<file path="config.mk">
export PLATFORM = sky130hd
export DESIGN_NAME = run_event_logger
export DESIGN_NICKNAME = d
export VERILOG_FILES = /design/src/rtl/run_event_pkg.sv /design/src/rtl/event_fifo.sv /design/src/rtl/run_event_logger.sv
export SDC_FILE = /design/constraint.sdc
export NUM_CORES = 1
export LEC_CHECK = 0
export CORE_AREA = 2 2 116 95
export DETAILED_ROUTE_END_ITERATION = 10
export DIE_AREA = 0 0 118 97
export GPL_TIMING_DRIVEN = 0
export PLACE_DENSITY_LB_ADDON = 0.1
export SETUP_SLACK_MARGIN = 0.15
export SLEW_MARGIN = 20
export SYNTH_ARGS = -nofsm -noshare
export SYNTH_HDL_FRONTEND = slang
export SYNTH_SLANG_ARGS = --single-unit
</file>
<file path="constraint.sdc">
create_clock -name clk -period 2.25 [get_ports clk]
set_input_delay 0.225 -clock clk [delete_from_list [all_inputs] [get_ports clk]]
set_output_delay 0.225 -clock clk [all_outputs]
set_load 0.1 [all_outputs]
</file>
<file path="src/rtl/run_event_pkg.sv">
// run_event_pkg
// Shared constants and the event record type for the run-of-ones event logger.
//   TS_WIDTH_DEF  : default timestamp width
//   SEQ_WIDTH_DEF : default sequence number width
//   DEPTH_DEF     : default FIFO depth
//   run_event_t   : {ts, seq} record at the default widths
package run_event_pkg;

    localparam int unsigned TS_WIDTH_DEF  = 16;
    localparam int unsigned SEQ_WIDTH_DEF = 8;
    localparam int unsigned DEPTH_DEF     = 4;

    typedef struct packed {
        logic [TS_WIDTH_DEF-1:0]  ts;
        logic [SEQ_WIDTH_DEF-1:0] seq;
    } run_event_t;

endpackage

</file>
<file path="src/rtl/event_fifo.sv">
// event_fifo
// First-word-fall-through FIFO with occupancy count and synchronous flush.
// Ports:
//   clk, rst_n   : clock, asynchronous active-low reset
//   i_flush      : synchronous flush, wins over push and pop
//   i_push       : write request; accepted if not full or popping this cycle
//   i_wdata      : write data
//   i_pop        : read request; ignored while empty
//   o_valid      : FIFO non-empty
//   o_full       : FIFO holds DEPTH entries
//   o_rdata      : head entry (0 while empty)
//   o_count      : current occupancy
// DEPTH must be a power of two so the pointers wrap naturally.
module event_fifo #(
    parameter int unsigned WIDTH = 24,
    parameter int unsigned DEPTH = 4,
    localparam int unsigned AW = (DEPTH > 1) ? $clog2(DEPTH) : 1,
    localparam int unsigned CW = $clog2(DEPTH + 1)
) (
    input  logic             clk,
    input  logic             rst_n,
    input  logic             i_flush,
    input  logic             i_push,
    input  logic [WIDTH-1:0] i_wdata,
    input  logic             i_pop,
    output logic             o_valid,
    output logic             o_full,
    output logic [WIDTH-1:0] o_rdata,
    output logic [CW-1:0]    o_count
);

    localparam logic [CW-1:0] CntFull = CW'(DEPTH);
    localparam logic [CW-1:0] CntOne  = CW'(1);
    localparam logic [AW-1:0] PtrOne  = AW'(1);

    logic [WIDTH-1:0] r_mem [DEPTH];
    logic [AW-1:0]    r_wr_ptr;
    logic [AW-1:0]    r_rd_ptr;
    logic [CW-1:0]    r_count;

    logic w_pop_en;
    logic w_push_en;

    assign o_valid   = (r_count != '0);
    assign o_full    = (r_count == CntFull);
    assign w_pop_en  = i_pop & o_valid & ~i_flush;
    // A full FIFO can still take a write when the head leaves in the same cycle.
    assign w_push_en = i_push & (~o_full | w_pop_en) & ~i_flush;
    assign o_rdata   = o_valid ? r_mem[r_rd_ptr] : '0;
    assign o_count   = r_count;

    always_ff @(posedge clk or negedge rst_n) begin
        if (!rst_n) begin
            r_wr_ptr <= '0;
            r_rd_ptr <= '0;
            r_count  <= '0;
        end else if (i_flush) begin
            r_wr_ptr <= '0;
            r_rd_ptr <= '0;
            r_count  <= '0;
        end else begin
            if (w_push_en) begin
                r_wr_ptr <= r_wr_ptr + PtrOne;
            end
            if (w_pop_en) begin
                r_rd_ptr <= r_rd_ptr + PtrOne;
            end
            case ({w_push_en, w_pop_en})
                2'b10:   r_count <= r_count + CntOne;
                2'b01:   r_count <= r_count - CntOne;
                default: r_count <= r_count;
            endcase
        end
    end

    // Storage needs no reset: the head is masked to 0 while empty.
    always_ff @(posedge clk) begin
        if (w_push_en) begin
            r_mem[r_wr_ptr] <= i_wdata;
        end
    end

endmodule

</file>
<file path="src/rtl/run_event_logger.sv">
// run_event_logger
// Turns rising edges of the run detector output into {timestamp, sequence} records,
// buffers them in a FWFT FIFO and hands them out over valid/ready.
// Ports:
//   clk, rst_n     : clock, asynchronous active-low reset
//   detect_in      : detector output; each rising edge is one event
//   clear          : synchronous clear of FIFO, ts, seq and overflow
//   evt_valid      : head record available
//   evt_ready      : consumer takes the head when evt_valid is high
//   evt_timestamp  : head record timestamp
//   evt_seq        : head record sequence number
//   evt_level      : FIFO occupancy
//   overflow       : sticky, set when an event was dropped on a full FIFO
module run_event_logger
    import run_event_pkg::*;
#(
    parameter int unsigned TS_WIDTH  = TS_WIDTH_DEF,
    parameter int unsigned SEQ_WIDTH = SEQ_WIDTH_DEF,
    parameter int unsigned DEPTH     = DEPTH_DEF,
    localparam int unsigned LW = $clog2(DEPTH + 1)
) (
    input  logic                 clk,
    input  logic                 rst_n,
    input  logic                 detect_in,
    input  logic                 clear,
    output logic                 evt_valid,
    input  logic                 evt_ready,
    output logic [TS_WIDTH-1:0]  evt_timestamp,
    output logic [SEQ_WIDTH-1:0] evt_seq,
    output logic [LW-1:0]        evt_level,
    output logic                 overflow
);

    localparam int unsigned RW = TS_WIDTH + SEQ_WIDTH;

    logic [TS_WIDTH-1:0]  r_ts;
    logic [SEQ_WIDTH-1:0] r_seq;
    logic                 r_detect_q;
    logic                 r_overflow;

    logic          w_event;
    logic          w_pop;
    logic          w_full;
    logic          w_drop;
    logic [RW-1:0] w_rdata;

    assign w_event = detect_in & ~r_detect_q & ~clear;
    assign w_pop   = evt_valid & evt_ready & ~clear;
    assign w_drop  = w_event & w_full & ~w_pop;

    always_ff @(posedge clk or negedge rst_n) begin
        if (!rst_n) begin
            r_ts       <= '0;
            r_seq      <= '0;
            r_detect_q <= 1'b0;
            r_overflow <= 1'b0;
        end else begin
            // The edge detector keeps sampling through clear so a held input
            // does not produce a spurious event afterwards.
            r_detect_q <= detect_in;
            if (clear) begin
                r_ts       <= '0;
                r_seq      <= '0;
                r_overflow <= 1'b0;
            end else begin
                r_ts <= r_ts + TS_WIDTH'(1);
                // seq advances on dropped events too, leaving visible gaps.
                if (w_event) begin
                    r_seq <= r_seq + SEQ_WIDTH'(1);
                end
                if (w_drop) begin
                    r_overflow <= 1'b1;
                end
            end
        end
    end

    event_fifo #(
        .WIDTH (RW),
        .DEPTH (DEPTH)
    ) u_fifo (
        .clk     (clk),
        .rst_n   (rst_n),
        .i_flush (clear),
        .i_push  (w_event),
        .i_wdata ({r_ts, r_seq}),
        .i_pop   (w_pop),
        .o_valid (evt_valid),
        .o_full  (w_full),
        .o_rdata (w_rdata),
        .o_count (evt_level)
    );

    assign evt_timestamp = w_rdata[RW-1:SEQ_WIDTH];
    assign evt_seq       = w_rdata[SEQ_WIDTH-1:0];
    assign overflow      = r_overflow;

endmodule
</file>
==> metrics.txt, run 1 <==
fmax=0.435 GHz; die width=118 um; HP Class=in -> async; fin. max-slew vios=0; drt drc=0; Leakage=0.00264 uW; Clock Skew=9.08 ps; layout cells sized above 1=0.369; GRT Total Usage=0.192; Critical Path AT=roughly 2600 ps; clk root buf=clkbuf_16; post-layout power=7020 uW; Die Span Y=between 90 and 100 um; row cnt=33; Port Buffers=32; Multi-input gate area=~1700 sq um; Syn Area/Cell=16.2 sq um; Synth Area in Adders=0.0177; Sink Count=129; Ant. Diodes=0; FILL cells=between 600 and 700; H-tree depth=4; Ys Warns=0; count of non-filler cells in the finished layout=between 500 and 600; Finish-stage setup viols=7; Synth Area in Simple Gates=0.121; area fraction in compound gates after synthesis=0.0219; Final ANT Viol Nets=0; first-pass GRT wire length=16.2 mm; fin nets=414; drt via density=5.60; final number of hold-violating endpoints=0; Worst Path Buf+Inv=1; commonest cells after routing, fill and taps aside=edfxtp_1 (96), dfrtp_1 (30), nor2_1 (29); CP startpoint=u_fifo.o_count[2]$_DFFE_PN0P_; clock latency on the worst-skew pair=410 ps; Sequential Area=3720 sq um; CP Data Required Time=~2600 ps; Top delay family on crit path=simple AND/OR/NAND/NOR gates; Seq/Total Area, Yosys=0.691; CP endpoint kind=flop; setup ws final=-46.7 ps; post-synth design cell area=roughly 5400 sq um; dpl cell area=roughly 6000 sq um; # Max-Cap Violations=0; Slew @ Worst Pin=957 ps; crit path max fanout=6; gr ovfl total=0; Final period util=1.02; CTS tree=done; TritonCTS Buffers=17; RSZ-0062 raised after global routing=yes; CP max stage cell=fa_2; Post-Route WL=~10 mm; dpl cells=between 500 and 600; Iteration-0 DRC Markers=between 200 and 250; failing checks=setup timing; Async S/R FF share, synth=0.256; detailed-router iteration count before antenna repair=4; status=complete, but fails checks; RePlAce Congestion=0.775; P&R area growth vs syn=33.3%; Setup Crit Path Kind=reg -> reg; crit-path cells=or3_4, buf_8, nand2_4, nor3_2, fa_2, nor2_2, or4_1, o211ai_1; Final min period=2300 ps; Cells after Synth=332; Main synth FF type=edfxtp_1; Syn Nets=344; Slew HR=0.365; Yosys reg bits=129; final instance area=7150 sq um; critical path's largest stage delay=570 ps; EDFF count, synth=96; vias in the first global route=3028; Initial Utilization=0.526; Die ar.=11400 sq um; post-synthesis cell type count=40; largest family of logic cells by synthesized area=simple AND/OR/NAND/NOR gates; Longest Clk Path Bufs=2; Worst-path clk slew=60 ps; Power Density=982 nW/um^2; reg2reg start=u_fifo.o_count[2]$_DFFE_PN0P_; Synth Area in XOR/XNOR=0.0327; most common cell after layout, fill and taps aside=edfxtp_1; mux contribution to synthesized area=0.101; core box area=10200 sq um; Post-DP HPWL=5.87 mm; initial antenna violation count=0; largest net degree at the start of global routing=32; IO Count=34; Max IR drop VDD=0.563 mV; WHS=142 ps; vias after detailed routing=3106; routed len/inst=around 19 um; nature of the critical path startpoint=flop
-- worst paths after layout --
path                       depth (start not counted)  slack [ps]                        endpoint
hold reg to reg                                    2         530            overflow$_DFFE_PN0P_
hold / removal                                     2         140  u_fifo.r_wr_ptr[0]$_DFFE_PN0P_
setup / recovery                                   8         -50   u_fifo.o_count[1]$_DFFE_PN0P_
setup reg to reg                                   8         -50   u_fifo.o_count[1]$_DFFE_PN0P_
max in group asynchronous                          3        1730               r_ts[4]$_DFF_PN0_
min in group clk                                   2         200               r_ts[1]$_DFF_PN0_
-- through the flow --
step	worst slack, ps	util	setup TNS (ps)
2_1_floorplan	-235	-	-314
6_report	-46.7	0.701	-153
3_5_place_dp	-529	0.584	-28800
3_3_place_gp	-546	0.582	-25000
5_1_grt	-134	0.701	-1050
4_1_cts	-42.4	0.683	-45.8
-- repair_timing --
action | 4_1_cts | 5_1_grt
gates resized for setup | 244 | 34
pin swaps | 1 | 2
gates cloned | 1 | 2
hold endpoints to repair | 33 | 0
setup endpoints to repair | 108 | 122
setup buffers | 9 | 5
hold buffers | 1 | 0
-- sequential cells by signal (all words and copies together), names as in the netlist --
name and flops:
r_detect_q 1, r_ts 16, u_fifo.o_count 3, r_seq 8, u_fifo.r_wr_ptr 2, overflow 1
u_fifo.r_rd_ptr 2, u_fifo.r_mem 96
-- logic make-up (layout without fill, tap and decap cells) --
kind of cell    count (synthesis)  count (layout)
flops                         129             129
simple gates                  115             115
compound gates                 20              20
xor+xnor                       20              20
fa+ha+maj                       7               7
buf+inv                        17             100
mux                            24              24
-- synth_stat cells, types with 2 or more instances --
master	n	area (sq um)
nand3_1	6	30.0
and4_1	2	17.5
buf_4	3	22.5
nor2_1	30	113
dfrtp_1	33	826
nor2b_1	5	31.3
a21oi_1	8	40.0
inv_1	2	7.51
xor2_1	13	114
nand4_1	9	56.3
nor3_1	6	30.0
clkbuf_1	8	30.0
or3_1	2	12.5
a211oi_1	2	15.0
xnor2_1	7	61.3
o21ai_0	5	25.0
mux4_2	24	541
or4_1	2	15.0
or3_2	2	15.0
ha_1	6	75.1
nor4b_1	2	17.5
and2_1	29	181
edfxtp_1	96	2880
buf_2	4	20.0
nand2_1	11	41.3
-- power breakdown --
group	internal (uW)	switching (uW)	total [uW]
Sequential	2590	36.5	2620
Combinational	587	787	1370
Clock	2000	1020	3020
-- worst reg2reg max path, cell delays in order, from the launching register on --
cell and delay, ps:
dfrtp_4 500, or3_4 390, buf_8 130, nand2_4 50, nor3_2 50, fa_2 570
nor2_2 30, or4_1 390, o211ai_1 100
-- final cells by class --
class / count / area share
buffer: 15 / 0.0203
timing repair buffer: 51 / 0.106
tap: 140 / 0.0245
clock buffer: 19 / 0.0620
multi-input combinational: 186 / 0.237
inverter: 2 / 0.00105
clock inverter: 13 / 0.0291
sequential: 129 / 0.520
-- per-layer routing --
metal,GRT usage,part of all wire,up-vias
li1,-,-,1413
met1,0.267,0.47,1596
met2,0.289,0.47,79
met3,0.0537,0.039,18
met4,0.0760,0.017,0
met5,0,0,-
Power figures use the tool's default switching activity.
==> run 2: changes to the inputs <==
==> constraint.sdc (replaced) <==
create_clock -name clk -period 2.25 [get_ports clk]
set_input_delay 0.45 -clock clk [delete_from_list [all_inputs] [get_ports clk]]
set_output_delay 0.45 -clock clk [all_outputs]
set_load 0.1 [all_outputs]
==> run 2 against run 1 <==
  * The flow still finishes with violations (setup timing)
  * Non-clock buffer count rose by 1
  * Largest power group unchanged
  * Critical path type is now reg -> out
  * Clock power shrank 9.9%
  * Hold slack improved by 340 ps
  * Wire length rose by 9.7%
  * Worst setup slack worse by 75 ps
  * Critical path depth fell by 3
==> metrics.txt, run 2 (synthesis results as in run 1) <==
status=complete, but fails checks (unchanged); failing checks=setup timing (unchanged); Initial Utilization=0.526 (unchanged); die width=118 um (unchanged); Iteration-0 DRC Markers=178 (was 203); Clock Skew=5.56 ps (was 9.08 ps); Post-DP HPWL=5.88 mm (was 5.87 mm); detailed-router iteration count before antenna repair=5 (was 4); IO Count=34 (unchanged); H-tree depth=4 (unchanged); final instance area=7220 sq um (was 7150 sq um); Die Span Y=97 um (unchanged); dpl cell area=5980 sq um (was 5950 sq um); setup ws final=-122 ps (was -46.7 ps); Longest Clk Path Bufs=2 (unchanged); reg2reg start=u_fifo.o_count[0]$_DFFE_PN0P_ (was u_fifo.o_count[2]$_DFFE_PN0P_); TritonCTS Buffers=17 (unchanged); Port Buffers=32 (unchanged); Final ANT Viol Nets=0 (unchanged); GRT Total Usage=0.192 (about the same); fmax=0.422 GHz (was 0.435 GHz); drt via density=5.52 (was 5.60); DP Worst Slack=-759 ps (was -529 ps); Worst Path Buf+Inv=3 (was 1); RSZ-0062 raised after global routing=yes (unchanged); Power Density=940 nW/um^2 (was 982 nW/um^2); Slew @ Worst Pin=949 ps (was 957 ps); routed len/inst=20.2 um (was 18.6 um); Setup Crit Path Kind=reg -> out (was reg -> reg); hold depth=2; Sink Count=129 (unchanged); Worst-path clk slew=50 ps (was 60 ps); nature of the critical path startpoint=flop (unchanged); hold path start=clear; drt drc=0 (unchanged); most common cell after layout, fill and taps aside=edfxtp_1 (unchanged); Hold Path End=r_ts[1]$_DFF_PN0_; Crit path top cell by count=buf_12; layout cells sized above 1=0.383 (was 0.369); critical path's largest stage delay=490 ps (was 570 ps); RePlAce Congestion=0.771 (was 0.775); HP Class=in -> reg (was in -> async); Ant. Diodes=0 (unchanged); Finish-stage setup viols=26 (was 7); CP endpoint kind=output port (was flop); # Max-Cap Violations=0 (unchanged); Critical Path AT=1920 ps (was 2630 ps); fin nets=419 (was 414); Final min period=2370 ps (was 2300 ps); first-pass GRT wire length=16.5 mm (was 16.2 mm); CP Data Required Time=1800 ps (was 2580 ps); largest net degree at the start of global routing=25 (was 32); Die ar.=11400 sq um (unchanged); crit-path cells=buf_12, clkbuf_16, mux4_2, and2_4, buf_12 (was or3_4, buf_8, nand2_4, nor3_2, fa_2, nor2_2, or4_1, o211ai_1); gr ovfl total=0 (unchanged); biggest regs=u_fifo.r_mem (96), r_ts (16), r_seq (8) (unchanged); final number of hold-violating endpoints=0 (unchanged); Final period util=1.05 (was 1.02); CTS tree=done (unchanged); worst reg2reg endpoint=u_fifo.o_count[1]$_DFFE_PN0P_ (unchanged); row cnt=33 (unchanged); worst reg-to-reg path cell count=8 (unchanged); Slew HR=0.370 (was 0.365); vias in the first global route=3068 (was 3028); core box area=10200 sq um (unchanged); Largest Register=u_fifo.r_mem (unchanged); fin. max-slew vios=0 (unchanged); commonest cells after routing, fill and taps aside=edfxtp_1 (96), and2_4 (32), buf_12 (30), nor2_1 (30), dfrtp_1 (30) (was edfxtp_1 (96), dfrtp_1 (30), nor2_1 (29)); Max IR drop VDD=0.782 mV (was 0.563 mV); Top delay family on crit path=buffers and inverters (was simple AND/OR/NAND/NOR gates); Setup TNS=-2700 ps (was -153 ps); Leakage=0.00266 uW (was 0.00264 uW); clock latency on the worst-skew pair=410 ps (about the same); Post-Route WL=11.3 mm (was 10.3 mm); P&R area growth vs syn=34.7% (was 33.3%); initial antenna violation count=0 (unchanged); crit path max fanout=8 (was 6); clk root buf=clkbuf_16 (unchanged); WHS=480 ps (was 142 ps); vias after detailed routing=3090 (was 3106); r2r setup slk=-120 ps (was -50 ps); CP max stage cell=mux4_2 (was fa_2); Largest register FFs=96 (unchanged)
==> run 2: worst max-delay path by stage <==
stage                     cells after the start                      startpoint                       endpoint  slack [ps]
after CTS                                     5   u_fifo.o_count[0]$_DFFE_PN0P_               evt_timestamp[7]        -130
after global placement                        5  u_fifo.r_rd_ptr[1]$_DFFE_PN0P_               evt_timestamp[1]        -760
after global routing                          5  u_fifo.r_rd_ptr[0]$_DFFE_PN0P_               evt_timestamp[2]        -160
final                                         5  u_fifo.r_rd_ptr[0]$_DFFE_PN0P_               evt_timestamp[9]        -120
after floorplan                               8   u_fifo.o_count[0]$_DFFE_PN0P_  u_fifo.o_count[1]$_DFFE_PN0P_        -230
after detailed placement                      5  u_fifo.r_rd_ptr[1]$_DFFE_PN0P_               evt_timestamp[9]        -760
==> run 2: layout make-up <==
type	count	area, sq um
Clock buffer	17	425
Tap cell	140	175
Timing Repair Buffer	52	816
Buffer	15	168
Sequential cell	129	3720
Inverter	2	7.51
Clock inverter	15	166
Multi-Input combinational cell	190	1750
Fill cell	657	2970
==> run 2: metal layers <==
layer / share of wire / routed length, um / vias up / global-route usage
li1: - / - / 1427 / -
met1: 0.46 / 5220 / 1550 / 0.275
met2: 0.48 / 5420 / 103 / 0.292
met3: 0.050 / 561 / 10 / 0.0483
met4: 0.0098 / 111 / 0 / 0.0630
met5: 0 / 0 / - / 0
==> run 2: through the flow <==
| stage | cells | utilization | power, uW |
|---|---|---|---|
| 6_report | 560 | 0.708 | 6790 |
| 5_1_grt | 560 | 0.708 | 6990 |
| 4_1_cts | 552 | 0.695 | 6740 |
| 3_5_place_dp | 505 | 0.587 | 3720 |
| 3_3_place_gp | 504 | 0.585 | 3700 |
| 2_1_floorplan | 332 | - | 3490 |
==> run 2: timing repair <==
item / in CTS / in global routing
hold buffers: 1 / 0
cloned: 1 / 7
setup buffers: 13 / 1
gates resized for setup: 269 / 12
hold endpoints to repair: 11 / 0
pin swaps: 6 / 18
setup endpoints to repair: 127 / 123
==> run 2: where the power goes <==
group	internal, uW	switching [uW]
sequential	2590	32.7
clock	1730	988
combinational	633	819
==> run 2: worst reg2reg max path: stages (launching register included) <==
cell	delay, ps
dfrtp_4	470
or3_4	410
buf_12	160
nand2_4	70
nor3_2	50
fa_2	560
nor2_1	40
or4_1	410
o211ai_1	110
